[src/rtl/mem_arbiter_if.sv]
// rtl/mem_arbiter_if.sv - memory request/response bus shared by the CPU, DMA and downstream ports
interface mem_arbiter_if #(
  parameter int AW = 32,
  parameter int DW = 32
) ();
  logic [AW-1:0] addr;
  logic [DW-1:0] wdata;
  logic [1:0]    width;
  logic          read;
  logic          write;
  logic [DW-1:0] rdata;
  logic          ok;

  // The requester drives the access and receives the completion.
  modport master (
    output addr, wdata, width, read, write,
    input  rdata, ok
  );

  // The responder receives the access and drives the completion.
  modport slave (
    input  addr, wdata, width, read, write,
    output rdata, ok
  );
endinterface

[src/rtl/mem_arbiter.sv]
// rtl/mem_arbiter.sv - two-master (CPU/DMA) non-preemptive memory arbiter; MEM_ARB_ROUND_ROBIN_EN selects round-robin tie-break
module mem_arbiter #(
  parameter int AW = 32,
  parameter int DW = 32
) (
  input  logic          clk,
  input  logic          rstn,
  mem_arbiter_if.slave  cpu,
  mem_arbiter_if.slave  dma,
  mem_arbiter_if.master mem,
  output logic [1:0]    grant
);
  localparam logic [1:0] IDLE     = 2'd0;
  localparam logic [1:0] BUSY_CPU = 2'd1;
  localparam logic [1:0] BUSY_DMA = 2'd2;

  logic [1:0]    state;
  logic          last_grant;   // 1 = DMA was granted last, 0 = CPU
  logic          cpu_req;
  logic          dma_req;
  logic          pick_dma;
  logic [AW-1:0] sel_addr;
  logic [DW-1:0] sel_wdata;
  logic [1:0]    sel_width;
  logic          sel_read;
  logic          sel_write;

  assign cpu_req = cpu.read | cpu.write;
  assign dma_req = dma.read | dma.write;

`ifdef MEM_ARB_ROUND_ROBIN_EN
  // Tie goes to whichever master did not win last; reset value DMA hands the first tie to the CPU.
  always_comb begin
    pick_dma = 1'b0;
    if (dma_req && (!cpu_req || !last_grant)) pick_dma = 1'b1;
  end
`else
  logic unused_last_grant;
  assign unused_last_grant = last_grant;

  // Fixed priority: DMA wins every tie, the CPU may be starved.
  always_comb begin
    pick_dma = 1'b0;
    if (dma_req) pick_dma = 1'b1;
  end
`endif

  // Mux the winning master's request fields toward the downstream registers.
  always_comb begin
    sel_addr  = cpu.addr;
    sel_wdata = cpu.wdata;
    sel_width = cpu.width;
    sel_read  = cpu.read;
    sel_write = cpu.write;
    if (pick_dma) begin
      sel_addr  = dma.addr;
      sel_wdata = dma.wdata;
      sel_width = dma.width;
      sel_read  = dma.read;
      sel_write = dma.write;
    end
  end

  // Arbitration FSM: latch the winner in IDLE, hold it until mem_ok, then return to IDLE.
  always_ff @(posedge clk or negedge rstn) begin
    if (!rstn) begin
      state      <= IDLE;
      last_grant <= 1'b1;
      mem.addr   <= '0;
      mem.wdata  <= '0;
      mem.width  <= 2'd2;
      mem.read   <= 1'b0;
      mem.write  <= 1'b0;
    end else begin
      case (state)
        IDLE: begin
          if (cpu_req || dma_req) begin
            mem.addr  <= sel_addr;
            mem.wdata <= sel_wdata;
            mem.width <= sel_width;
            mem.read  <= sel_read;
            // Read wins when both strobes are set; the write is dropped.
            mem.write <= sel_write & ~sel_read;
            state     <= pick_dma ? BUSY_DMA : BUSY_CPU;
          end
        end
        BUSY_CPU, BUSY_DMA: begin
          if (mem.ok) begin
            mem.read   <= 1'b0;
            mem.write  <= 1'b0;
            last_grant <= (state == BUSY_DMA);
            state      <= IDLE;
          end
        end
        default: state <= IDLE;
      endcase
    end
  end

  // Completion and read data go combinationally to the granted master only.
  assign cpu.ok    = (state == BUSY_CPU) & mem.ok;
  assign dma.ok    = (state == BUSY_DMA) & mem.ok;
  assign cpu.rdata = (state == BUSY_CPU) ? mem.rdata : '0;
  assign dma.rdata = (state == BUSY_DMA) ? mem.rdata : '0;
  assign grant     = {state == BUSY_DMA, state == BUSY_CPU};
endmodule

[src/flat_wrapper.sv]
// flat-port wrapper written by rule: the top's interface ports become plain ports
module mem_arbiter_flat 
#(
  parameter int AW = 32,
  parameter int DW = 32
)
  (clk, rstn, grant, cpu_addr, cpu_wdata, cpu_width, cpu_read, cpu_write, cpu_rdata, cpu_ok, dma_addr, dma_wdata, dma_width, dma_read, dma_write, dma_rdata, dma_ok, mem_addr, mem_wdata, mem_width, mem_read, mem_write, mem_rdata, mem_ok);
  mem_arbiter_if #(.AW(AW), .DW(DW)) cpu_i ();
  mem_arbiter_if #(.AW(AW), .DW(DW)) dma_i ();
  mem_arbiter_if #(.AW(AW), .DW(DW)) mem_i ();
  input  logic clk;
  input  logic rstn;
  output logic [1:0] grant;
  input wire logic [$bits(cpu_i.addr)-1:0] cpu_addr;
  input wire logic [$bits(cpu_i.wdata)-1:0] cpu_wdata;
  input wire logic [$bits(cpu_i.width)-1:0] cpu_width;
  input wire logic [$bits(cpu_i.read)-1:0] cpu_read;
  input wire logic [$bits(cpu_i.write)-1:0] cpu_write;
  output wire logic [$bits(cpu_i.rdata)-1:0] cpu_rdata;
  output wire logic [$bits(cpu_i.ok)-1:0] cpu_ok;
  input wire logic [$bits(dma_i.addr)-1:0] dma_addr;
  input wire logic [$bits(dma_i.wdata)-1:0] dma_wdata;
  input wire logic [$bits(dma_i.width)-1:0] dma_width;
  input wire logic [$bits(dma_i.read)-1:0] dma_read;
  input wire logic [$bits(dma_i.write)-1:0] dma_write;
  output wire logic [$bits(dma_i.rdata)-1:0] dma_rdata;
  output wire logic [$bits(dma_i.ok)-1:0] dma_ok;
  output wire logic [$bits(mem_i.addr)-1:0] mem_addr;
  output wire logic [$bits(mem_i.wdata)-1:0] mem_wdata;
  output wire logic [$bits(mem_i.width)-1:0] mem_width;
  output wire logic [$bits(mem_i.read)-1:0] mem_read;
  output wire logic [$bits(mem_i.write)-1:0] mem_write;
  input wire logic [$bits(mem_i.rdata)-1:0] mem_rdata;
  input wire logic [$bits(mem_i.ok)-1:0] mem_ok;
  assign cpu_i.addr = cpu_addr;
  assign cpu_i.wdata = cpu_wdata;
  assign cpu_i.width = cpu_width;
  assign cpu_i.read = cpu_read;
  assign cpu_i.write = cpu_write;
  assign cpu_rdata = cpu_i.rdata;
  assign cpu_ok = cpu_i.ok;
  assign dma_i.addr = dma_addr;
  assign dma_i.wdata = dma_wdata;
  assign dma_i.width = dma_width;
  assign dma_i.read = dma_read;
  assign dma_i.write = dma_write;
  assign dma_rdata = dma_i.rdata;
  assign dma_ok = dma_i.ok;
  assign mem_addr = mem_i.addr;
  assign mem_wdata = mem_i.wdata;
  assign mem_width = mem_i.width;
  assign mem_read = mem_i.read;
  assign mem_write = mem_i.write;
  assign mem_i.rdata = mem_rdata;
  assign mem_i.ok = mem_ok;
  mem_arbiter #(.AW(AW), .DW(DW)) u_core (.clk(clk), .rstn(rstn), .cpu(cpu_i), .dma(dma_i), .mem(mem_i), .grant(grant));
endmodule
[config.mk]
export PLATFORM = sky130hd
export DESIGN_NAME = mem_arbiter_flat
export DESIGN_NICKNAME = d
export VERILOG_FILES = /design/src/rtl/mem_arbiter_if.sv /design/src/rtl/mem_arbiter.sv /design/src/flat_wrapper.sv
export SDC_FILE = /design/constraint.sdc
export NUM_CORES = 1
export LEC_CHECK = 0
export ABC_AREA = 0
export BUFFER_PORTS_ARGS = -buffer_cell sky130_fd_sc_hd__buf_2
export CORE_AREA = 2 2 120 122
export DETAILED_ROUTE_END_ITERATION = 16
export DIE_AREA = 0 0 122 124
export HOLD_SLACK_MARGIN = 0.1
export PLACE_DENSITY = 0.6
export SKIP_LAST_GASP = 1
export SLEW_MARGIN = 30
export SYNTH_ARGS = -nofsm -noshare
export SYNTH_HDL_FRONTEND = slang
export SYNTH_SLANG_ARGS = --single-unit
[constraint.sdc]
create_clock -name clk -period 2.98 [get_ports clk]
set_input_delay 0.596 -clock clk [delete_from_list [all_inputs] [get_ports clk]]
set_output_delay 0.596 -clock clk [all_outputs]
set_load 0.01 [all_outputs]
Yosys cells after proc, flatten, opt, wreduce, memory -nomap -nowiden
Cells that the tools add are included.
{"block": "totals", "output_inout_bits": 136, "wordCells": 40, "regBits": 70}
{"block": "classes", "mux": 17, "n_eq_ne": 4, "n_reduce_logical": 7, "bitwise": 6}
{"op": "$mux 32", "count": 4}
{"op": "$mux 2", "count": 4}
{"op": "$mux 1", "count": 6}
{"op": "$pmux 1 s2", "count": 2}
{"op": "$pmux 2 s2", "count": 1}
{"op": "$reduce_and 2->1", "count": 2}
{"op": "$and 1x1->1", "count": 3}
{"op": "$reduce_and 3->1", "count": 1}
{"op": "$eq 2x1->1 const B", "count": 1}
{"op": "$eq 2x2->1 const B", "count": 1}
{"op": "$logic_not 2->1", "count": 1}
{"op": "$ne 2x1->1 const B", "count": 1}
{"op": "$ne 2x2->1 const B", "count": 1}
{"op": "$or 1x1->1", "count": 2}
{"op": "$reduce_bool 2->1", "count": 1}
{"op": "$reduce_or 2->1", "count": 1}
{"op": "$logic_or 1x1->1", "count": 1}
{"op": "$not 1->1", "count": 1}

Depth between registers and ports, before layout
Gate-level depths: netlist of the first run.
{"block": "depth", "depth_word": 7, "mapped_depth": 8, "mapped_depth_nobuf": 5}

Least setup slack after synthesis of the first run
Ideal clock, no wire load.
{"block": "synth_timing", "path_kind": "register to output", "start": "reg u_core.state[0]", "end": "out dma_rdata[31]", "arrival_time_ps": 1127, "stages_incl_launch_ff": 5, "required_ps": 2384, "slack_ps": 1257, "path_buffers": 1, "path_cell_list": "dfrtp_1 > inv_1 > ha_1 > clkbuf_1 > and2_1"}
{"block": "synth_between", "elab_chain_len": 2}
{"item": "from (decl)", "line_no": "mem_arbiter.sv:17", "rtl": "logic [1:0] state;"}
{"item": "from (signal assigned)", "line_no": "mem_arbiter.sv:84", "rtl": "state <= pick_dma ? BUSY_DMA : BUSY_CPU;"}
{"item": "$eq 2x2->1"}
{"item": "via grant[1]", "line_no": "flat_wrapper.sv:13", "rtl": "output logic [1:0] grant;"}
{"item": "$mux 32", "line_no": "mem_arbiter.sv:104", "rtl": "assign dma.rdata = (state == BUSY_DMA) ? mem.rdata : '0;"}
{"item": "to (decl)", "line_no": "flat_wrapper.sv:26", "rtl": "output wire logic [$bits(dma_i.rdata)-1:0] dma_rdata;"}
The timed path passes the listed nets, and every way through them passes these cells.

Worst setup path in the final report of the first run
{"block": "layout_timing", "start": "reg u_core.state[0]", "end": "out dma_rdata[26]"}
{"block": "layout_between", "elab_chain_len": 2}
{"item": "$eq 2x2->1"}
{"item": "$mux 32", "line_no": "mem_arbiter.sv:104"}
No other way between the ends.

==> results.py, run 1 <==
metrics = {
    "pwr": {
        "p_per_area_nw_per_um2": 887,
        "p_leak_uw": 0.00308,
        "switching_share_pct": 39.3,
        "seqPwrFrac_pct": 32.9,
        "max-vdd-ir-drop_uv": 351,
        "pwr-share-clk_pct": 21.6,
        "p_int_uw": 3080,
        "pwr-share-comb_pct": 45.4,
        "p_switching_uw": 1990,
    },
    "clock_tree": {
        "insertion_delay_ps": 330,
        "htree_levels": 3,
        "cts_hold_buf": 0,
        "cts_tree": "done",
        "cts-resized-gates": 0,
        "cts_root_buffer": "clkbuf_16",
        "post_cts_buffers": 0,
        "clk_path_buf_depth": 2,
        "clkTransAtPathRegs_ps": 60,
        "numCtsBuffers": 9,
        "clock_sinks": 70,
    },
    "job": {
        "drv_cap": 0,
    },
    "final_layout": {
        "syn_to_final_growth_pct": 50.7,
        "final_util_pct": 41.6,
        "drive_above_1_share_pct": 47.9,
        "antenna_cells": 0,
        "instances_no_fill": 867,
        "nets": 856,
        "multi_input_area_um2": 1840,
        "num-fill-cells": 1372,
        "seq_area_um2": 1750,
    },
    "sta": {
        "final-hold-violation-count": 0,
        "relSlewSlack_pct": 40.5,
        "min_period_over_period_pct": 84.8,
        "setup_ws_ps": 453,
        "fin_skew_ps": 4.15,
        "rsz0062_at_grt": "no",
        "fin_crit_ps": 2530,
        "setup_tns_ps": 0,
        "fin_hold_ws_ps": 260,
        "fmax_mhz": 396,
        "tightest_slew_ps": 892,
        "setup_viol_count_final": 0,
        "final_max_slew_viol_count": 0,
    },
    "synth": {
        "synth_edf_count": 0,
        "synth_flop_cell": "dfrtp_1",
        "syn_inst": 389,
        "yosysSeqAreaShare_pct": 46.3,
        "ys_top_cells_by_area": "dfrtp_1 46%, mux2i_1 18%, and2_1 11%",
        "synth_warnings": 0,
        "yosysTopAreaCell": "dfrtp_1",
        "netlist_top_cells_count": "69 x dfrtp_1, 68 x nand2_1, 67 x mux2i_1, 66 x and2_1, 65 x o21ai_0",
        "synth.distinct_cells": 25,
        "synth-seq-cells": 70,
        "synth_top_area_share_pct": 45.6,
        "yosysMostFrequentCell": "dfrtp_1",
        "synthArstFlopShare_pct": 100,
        "syn-num-nets": 563,
        "syn_avg_cell_area_um2": 9.74,
        "synth_area_um2": 3790,
    },
    "placed_design": {
        "dp_hpwl_um": 9050,
        "post-place-ws_ps": 777,
        "post-place-cells": 851,
        "gp_congestion": 0.768,
        "io_buffers": 306,
    },
    "routing": {
        "firstDrtPassIters": 4,
        "via_count": 3710,
        "wire_per_inst_um": 13.1,
        "drt-total-wl_um": 11300,
        "drc_errors": 0,
        "dr.first_iter.drc_count": 129,
        "viasPerCell": 4.28,
        "ant_nets": 0,
    },
    "setup_path": {
        "cp-start-kind": "flip-flop",
        "cp.required_ps": 2380,
        "cp_slowest_stage_delay_ps": 750,
        "crit_fanout": 34,
        "slowest_stage": "ha_1",
        "cp.arrival_ps": 1930,
        "crit_path_end_kind": "primary output",
        "worstPathCellList": "inv_1 > ha_1 > and2_1 > buf_2",
        "path_class": "flip-flop to primary output",
    },
    "worst_hold_path": {
        "hold_path_class": "input port to async pin",
    },
    "grt": {
        "grt_max_degree": 71,
        "grt_usage_pct": 14.1,
        "grt_pass1_vias": 3400,
        "grt.overflow.total": 0,
        "grt_pass1_wl_um": 16600,
        "antenna_found_initial": 0,
    },
    "floorplan": {
        "core_area_um2": 13700,
        "dieArea_um2": 15100,
        "start_util_pct": 27.6,
        "io_pins": 307,
        "die_y_um": 124,
        "die_w_um": 122,
        "num_rows": 43,
    },
    "status": {
        "status": "finished, final reports clean",
    },
}
[power groups by stage]
stage                     Clock, µW  Sequential (µW)  Combinational [µW]
final                          1100             1670                2300
after global routing           1170             1730                2600
after CTS                      1140             1670                2360
after detailed placement          0             1680                2350
after global placement            0             1670                2310
after floorplan                   0             1900                1210
[cell type report]
type                            count  share of cell area (%)
Multi-Input combinational cell    287                    32.2
Inverter                            4                   0.263
Timing Repair Buffer              310                    27.5
Tap cell                          180                    3.94
Sequential cell                    70                    30.7
Clock buffer                       11                    4.43
Clock inverter                      5                   0.986
[registers in the layout, indices dropped and copies added, names as in the netlist]
register	count
u_core.mem.width	2
u_core.mem.read	1
u_core.state	2
u_core.mem.addr	32
u_core.mem.wdata	32
u_core.mem.write	1
[through the flow]
stage          power [µW]  area [µm²]
2_1_floorplan        3110        3790
3_3_place_gp         3990        5400
3_5_place_dp         4030        5400
4_1_cts              5170        5710
5_1_grt              5490        5710
6_report             5060        5710
[path summary, 6_finish.rpt]
kind,start,end,slack [ps],cells after the start
max reg2reg,u_core.state[0]$_DFFE_PN0P_,u_core.mem.addr[13]$_DFFE_PN0P_,1250,5
max in group asynchronous,rstn,u_core.mem.wdata[13]$_DFFE_PN0P_,2270,1
min,rstn,u_core.mem.addr[3]$_DFFE_PN0P_,260,1
min reg2reg,u_core.mem.wdata[5]$_DFFE_PN0P_,u_core.mem.wdata[5]$_DFFE_PN0P_,470,2
min in group clk,u_core.mem.wdata[5]$_DFFE_PN0P_,u_core.mem.wdata[5]$_DFFE_PN0P_,470,2
max,u_core.state[0]$_DFFE_PN0P_,dma_rdata[26],450,4
[kinds of logic (layout without fill, tap and decap cells)]
family / after synthesis / count (layout) / share of synthesized area [%]
adder cells (fa/ha/maj): 3 / 3 / 0.991
AO/OA/AOI/OAI: 76 / 76 / 10.9
flip-flops: 70 / 70 / 46.3
multiplexers: 67 / 67 / 17.7
buffers and inverters: 32 / 330 / 5.32
AND/OR/NAND/NOR: 141 / 141 / 18.9
[worst max-delay path: cells and delay by family, from the launching register on]
kind	cells	cell delay, ps
adders and majority gates	1	750
DFF	1	380
and+or+nand+nor	1	230
buffers and inverters	2	230
[routing by layer]
metal | wire length (µm) | up-vias | GRT usage [%]
li1 | - | 1890 | -
met1 | 4340 | 1640 | 15.7
met2 | 5930 | 170 | 26.5
met3 | 918 | 10 | 2.56
met4 | 153 | 0 | 5.60
met5 | 0 | - | 0
[layout by cell type, fill, tap and decap left out]
master and instances:
nor4_1 1, buf_4 4, inv_6 1, o21bai_1 1, nand2b_1 1, a22oi_1 1
inv_1 4, clkbuf_16 9, dfstp_2 1, clkinv_2 2, dfrtp_1 69, nor2b_1 2
o22ai_1 2, a21oi_1 1, buf_2 305, buf_6 1, o21ai_0 65, mux2i_1 67
clkinvlp_4 1, bufinv_16 1, clkbuf_8 2, nor2_4 1, ha_1 3, a21boi_0 1
o41ai_4 1, and2_1 66, nand2_1 68, o21ai_1 4, nor3b_1 2
No activity file was read; power rests on OpenSTA's default activity.
==> run 2, diff against run 1 <==
==> constraint.sdc (replaced) <==
create_clock -name clk -period 2.5 [get_ports clk]
set_input_delay 0.5 -clock clk [delete_from_list [all_inputs] [get_ports clk]]
set_output_delay 0.5 -clock clk [all_outputs]
set_load 0.01 [all_outputs]
==> results.py, run 2 (synthesis results as in run 1) <==
metrics = {
    "sta": {
        "rsz0062_at_grt": "no",
        "final_max_slew_viol_count": 0,
        "setup_viol_count_final": 0,
        "relSlewSlack_pct": 57.1,
        "fin_crit_ps": 2190,
        "final-hold-violation-count": 0,
        "fmax_mhz": 457,
        "setup_tns_ps": 0,
        "min_period_over_period_pct": 87.5,
        "tightest_slew_ps": 644,
        "fin_skew_ps": 6.39,
        "fin_hold_ws_ps": 178,
    },
    "worst_hold_path": {
        "hold_path_class": "input port to async pin",
    },
    "floorplan": {
        "io_pins": 307,
        "num_rows": 43,
        "core_area_um2": 13700,
        "dieArea_um2": 15100,
        "die_y_um": 124,
        "start_util_pct": 27.6,
        "die_w_um": 122,
    },
    "setup_path": {
        "reg2regPathDepth": 6,
        "path_class": "flip-flop to primary output",
        "worstPathCellList": "inv_1 > ha_1 > buf_4 > and2_1 > buf_2",
        "timing.rr.start": "u_core.state[0]$_DFFE_PN0P_",
        "crit_path_end_kind": "primary output",
        "cp_slowest_stage_delay_ps": 380,
        "slowest_stage": "dfrtp_1",
        "cp.arrival_ps": 1690,
        "rrSetupSlack_ps": 840,
        "cp.required_ps": 2000,
        "worstSetupEndpoint": "dma_rdata[11]",
        "cp-start-kind": "flip-flop",
        "reg2reg_to": "u_core.mem.addr[27]$_DFFE_PN0P_",
        "crit_fanout": 25,
        "cp-startpoint": "u_core.state[0]$_DFFE_PN0P_",
    },
    "clock_tree": {
        "numCtsBuffers": 9,
        "clkTransAtPathRegs_ps": 60,
        "insertion_delay_ps": 330,
        "cts-resized-gates": 0,
        "clock_sinks": 70,
        "cts_hold_buf": 0,
        "cts_root_buffer": "clkbuf_16",
        "post_cts_buffers": 0,
        "clk_path_buf_depth": 2,
        "htree_levels": 3,
        "cts_tree": "done",
    },
    "grt": {
        "grt_pass1_vias": 3482,
        "grt.overflow.total": 0,
        "grt_max_degree": 77,
        "grt_usage_pct": 14.4,
        "grt_pass1_wl_um": 16800,
        "antenna_found_initial": 0,
    },
    "pwr": {
        "p_per_area_nw_per_um2": 1060,
        "p_leak_uw": 0.00309,
        "max-vdd-ir-drop_uv": 431,
        "p_total_uw": 6050,
    },
    "final_layout": {
        "antenna_cells": 0,
        "drive_above_1_share_pct": 47.9,
        "final_cell_mix": "305 x buf_2, 69 x dfrtp_1, 68 x nand2_1",
        "syn_to_final_growth_pct": 51.2,
        "largestRegisters": "u_core.mem.addr x32, u_core.mem.wdata x32",
        "nets": 858,
        "final_common_cell": "buf_2",
        "num-fill-cells": 1382,
        "multi_input_area_um2": 1840,
        "seq_area_um2": 1750,
    },
    "placed_design": {
        "gp_congestion": 0.743,
        "dp_hpwl_um": 9330,
        "io_buffers": 306,
    },
    "routing": {
        "ant_nets": 0,
        "drt-total-wl_um": 11700,
        "via_count": 3785,
        "dr.first_iter.drc_count": 88,
        "viasPerCell": 4.36,
        "drc_errors": 0,
        "wire_per_inst_um": 13.5,
        "firstDrtPassIters": 4,
    },
    "job": {
        "drv_cap": 0,
    },
    "status": {
        "status": "finished, final reports clean",
    },
}
[run 2: cell types whose count changed in the layout (fill, tap and decap cells not counted), sizes merged]
| cell | before | now |
|---|---|---|
| clkbuf | 11 | 10 |
| buf | 310 | 312 |
| clkinv | 2 | 3 |
[run 2: how the worst min path moves through the flow]
stage / from / endpoint / slack [ps] / cells after the start
after floorplan: rstn / u_core.mem.addr[0]$_DFFE_PN0P_ / 200 / 0
after global placement: u_core.mem.wdata[9]$_DFFE_PN0P_ / u_core.mem.wdata[9]$_DFFE_PN0P_ / 460 / 2
after detailed placement: u_core.mem.wdata[9]$_DFFE_PN0P_ / u_core.mem.wdata[9]$_DFFE_PN0P_ / 470 / 2
after CTS: rstn / u_core.mem.addr[3]$_DFFE_PN0P_ / 330 / 1
after global routing: rstn / u_core.mem.addr[3]$_DFFE_PN0P_ / 220 / 1
final: rstn / u_core.mem.addr[3]$_DFFE_PN0P_ / 180 / 1
[run 2: per-layer routing]
metal | global-route usage, % | part of all wire [%] | up-vias
li1 | - | - | 1898
met1 | 15.2 | 37 | 1690
met2 | 27.0 | 53 | 179
met3 | 3.43 | 8.4 | 18
met4 | 6.54 | 1.9 | 0
met5 | 0 | 0 | -
[run 2: metrics by stage]
step	cell area (µm²)	std cells	utilization, %	setup slack [ps]
floorplan	3790	389	-	873
global placement	5440	853	39.6	675
detailed placement	5440	853	39.6	611
CTS	5730	869	41.8	296
global route	5730	869	41.8	178
finish	5730	869	41.8	313
[run 2: report_power, final]
group          leakage [µW]  internal (µW)  switching, µW
Sequential         0.000853           1710            287
Clock              0.000143            770            482
Combinational       0.00209           1170           1630
Total               0.00309           3650           2400
[run 2: area by class of cell]
type | instances | area share (%)
clock buffer | 10 | 3.99
multi-input combinational | 287 | 32.1
sequential | 70 | 30.6
timing repair buffer | 312 | 28.1
inverter | 4 | 0.262
tap | 180 | 3.93
clock inverter | 6 | 1.07
[run 2: critical path: cells and delay by family (launching register included)]
family / cells / cell delay (ps)
buffers and inverters: 3 / 520
flip-flops: 1 / 380
adder cells (fa/ha/maj): 1 / 320
AND/OR/NAND/NOR: 1 / 150
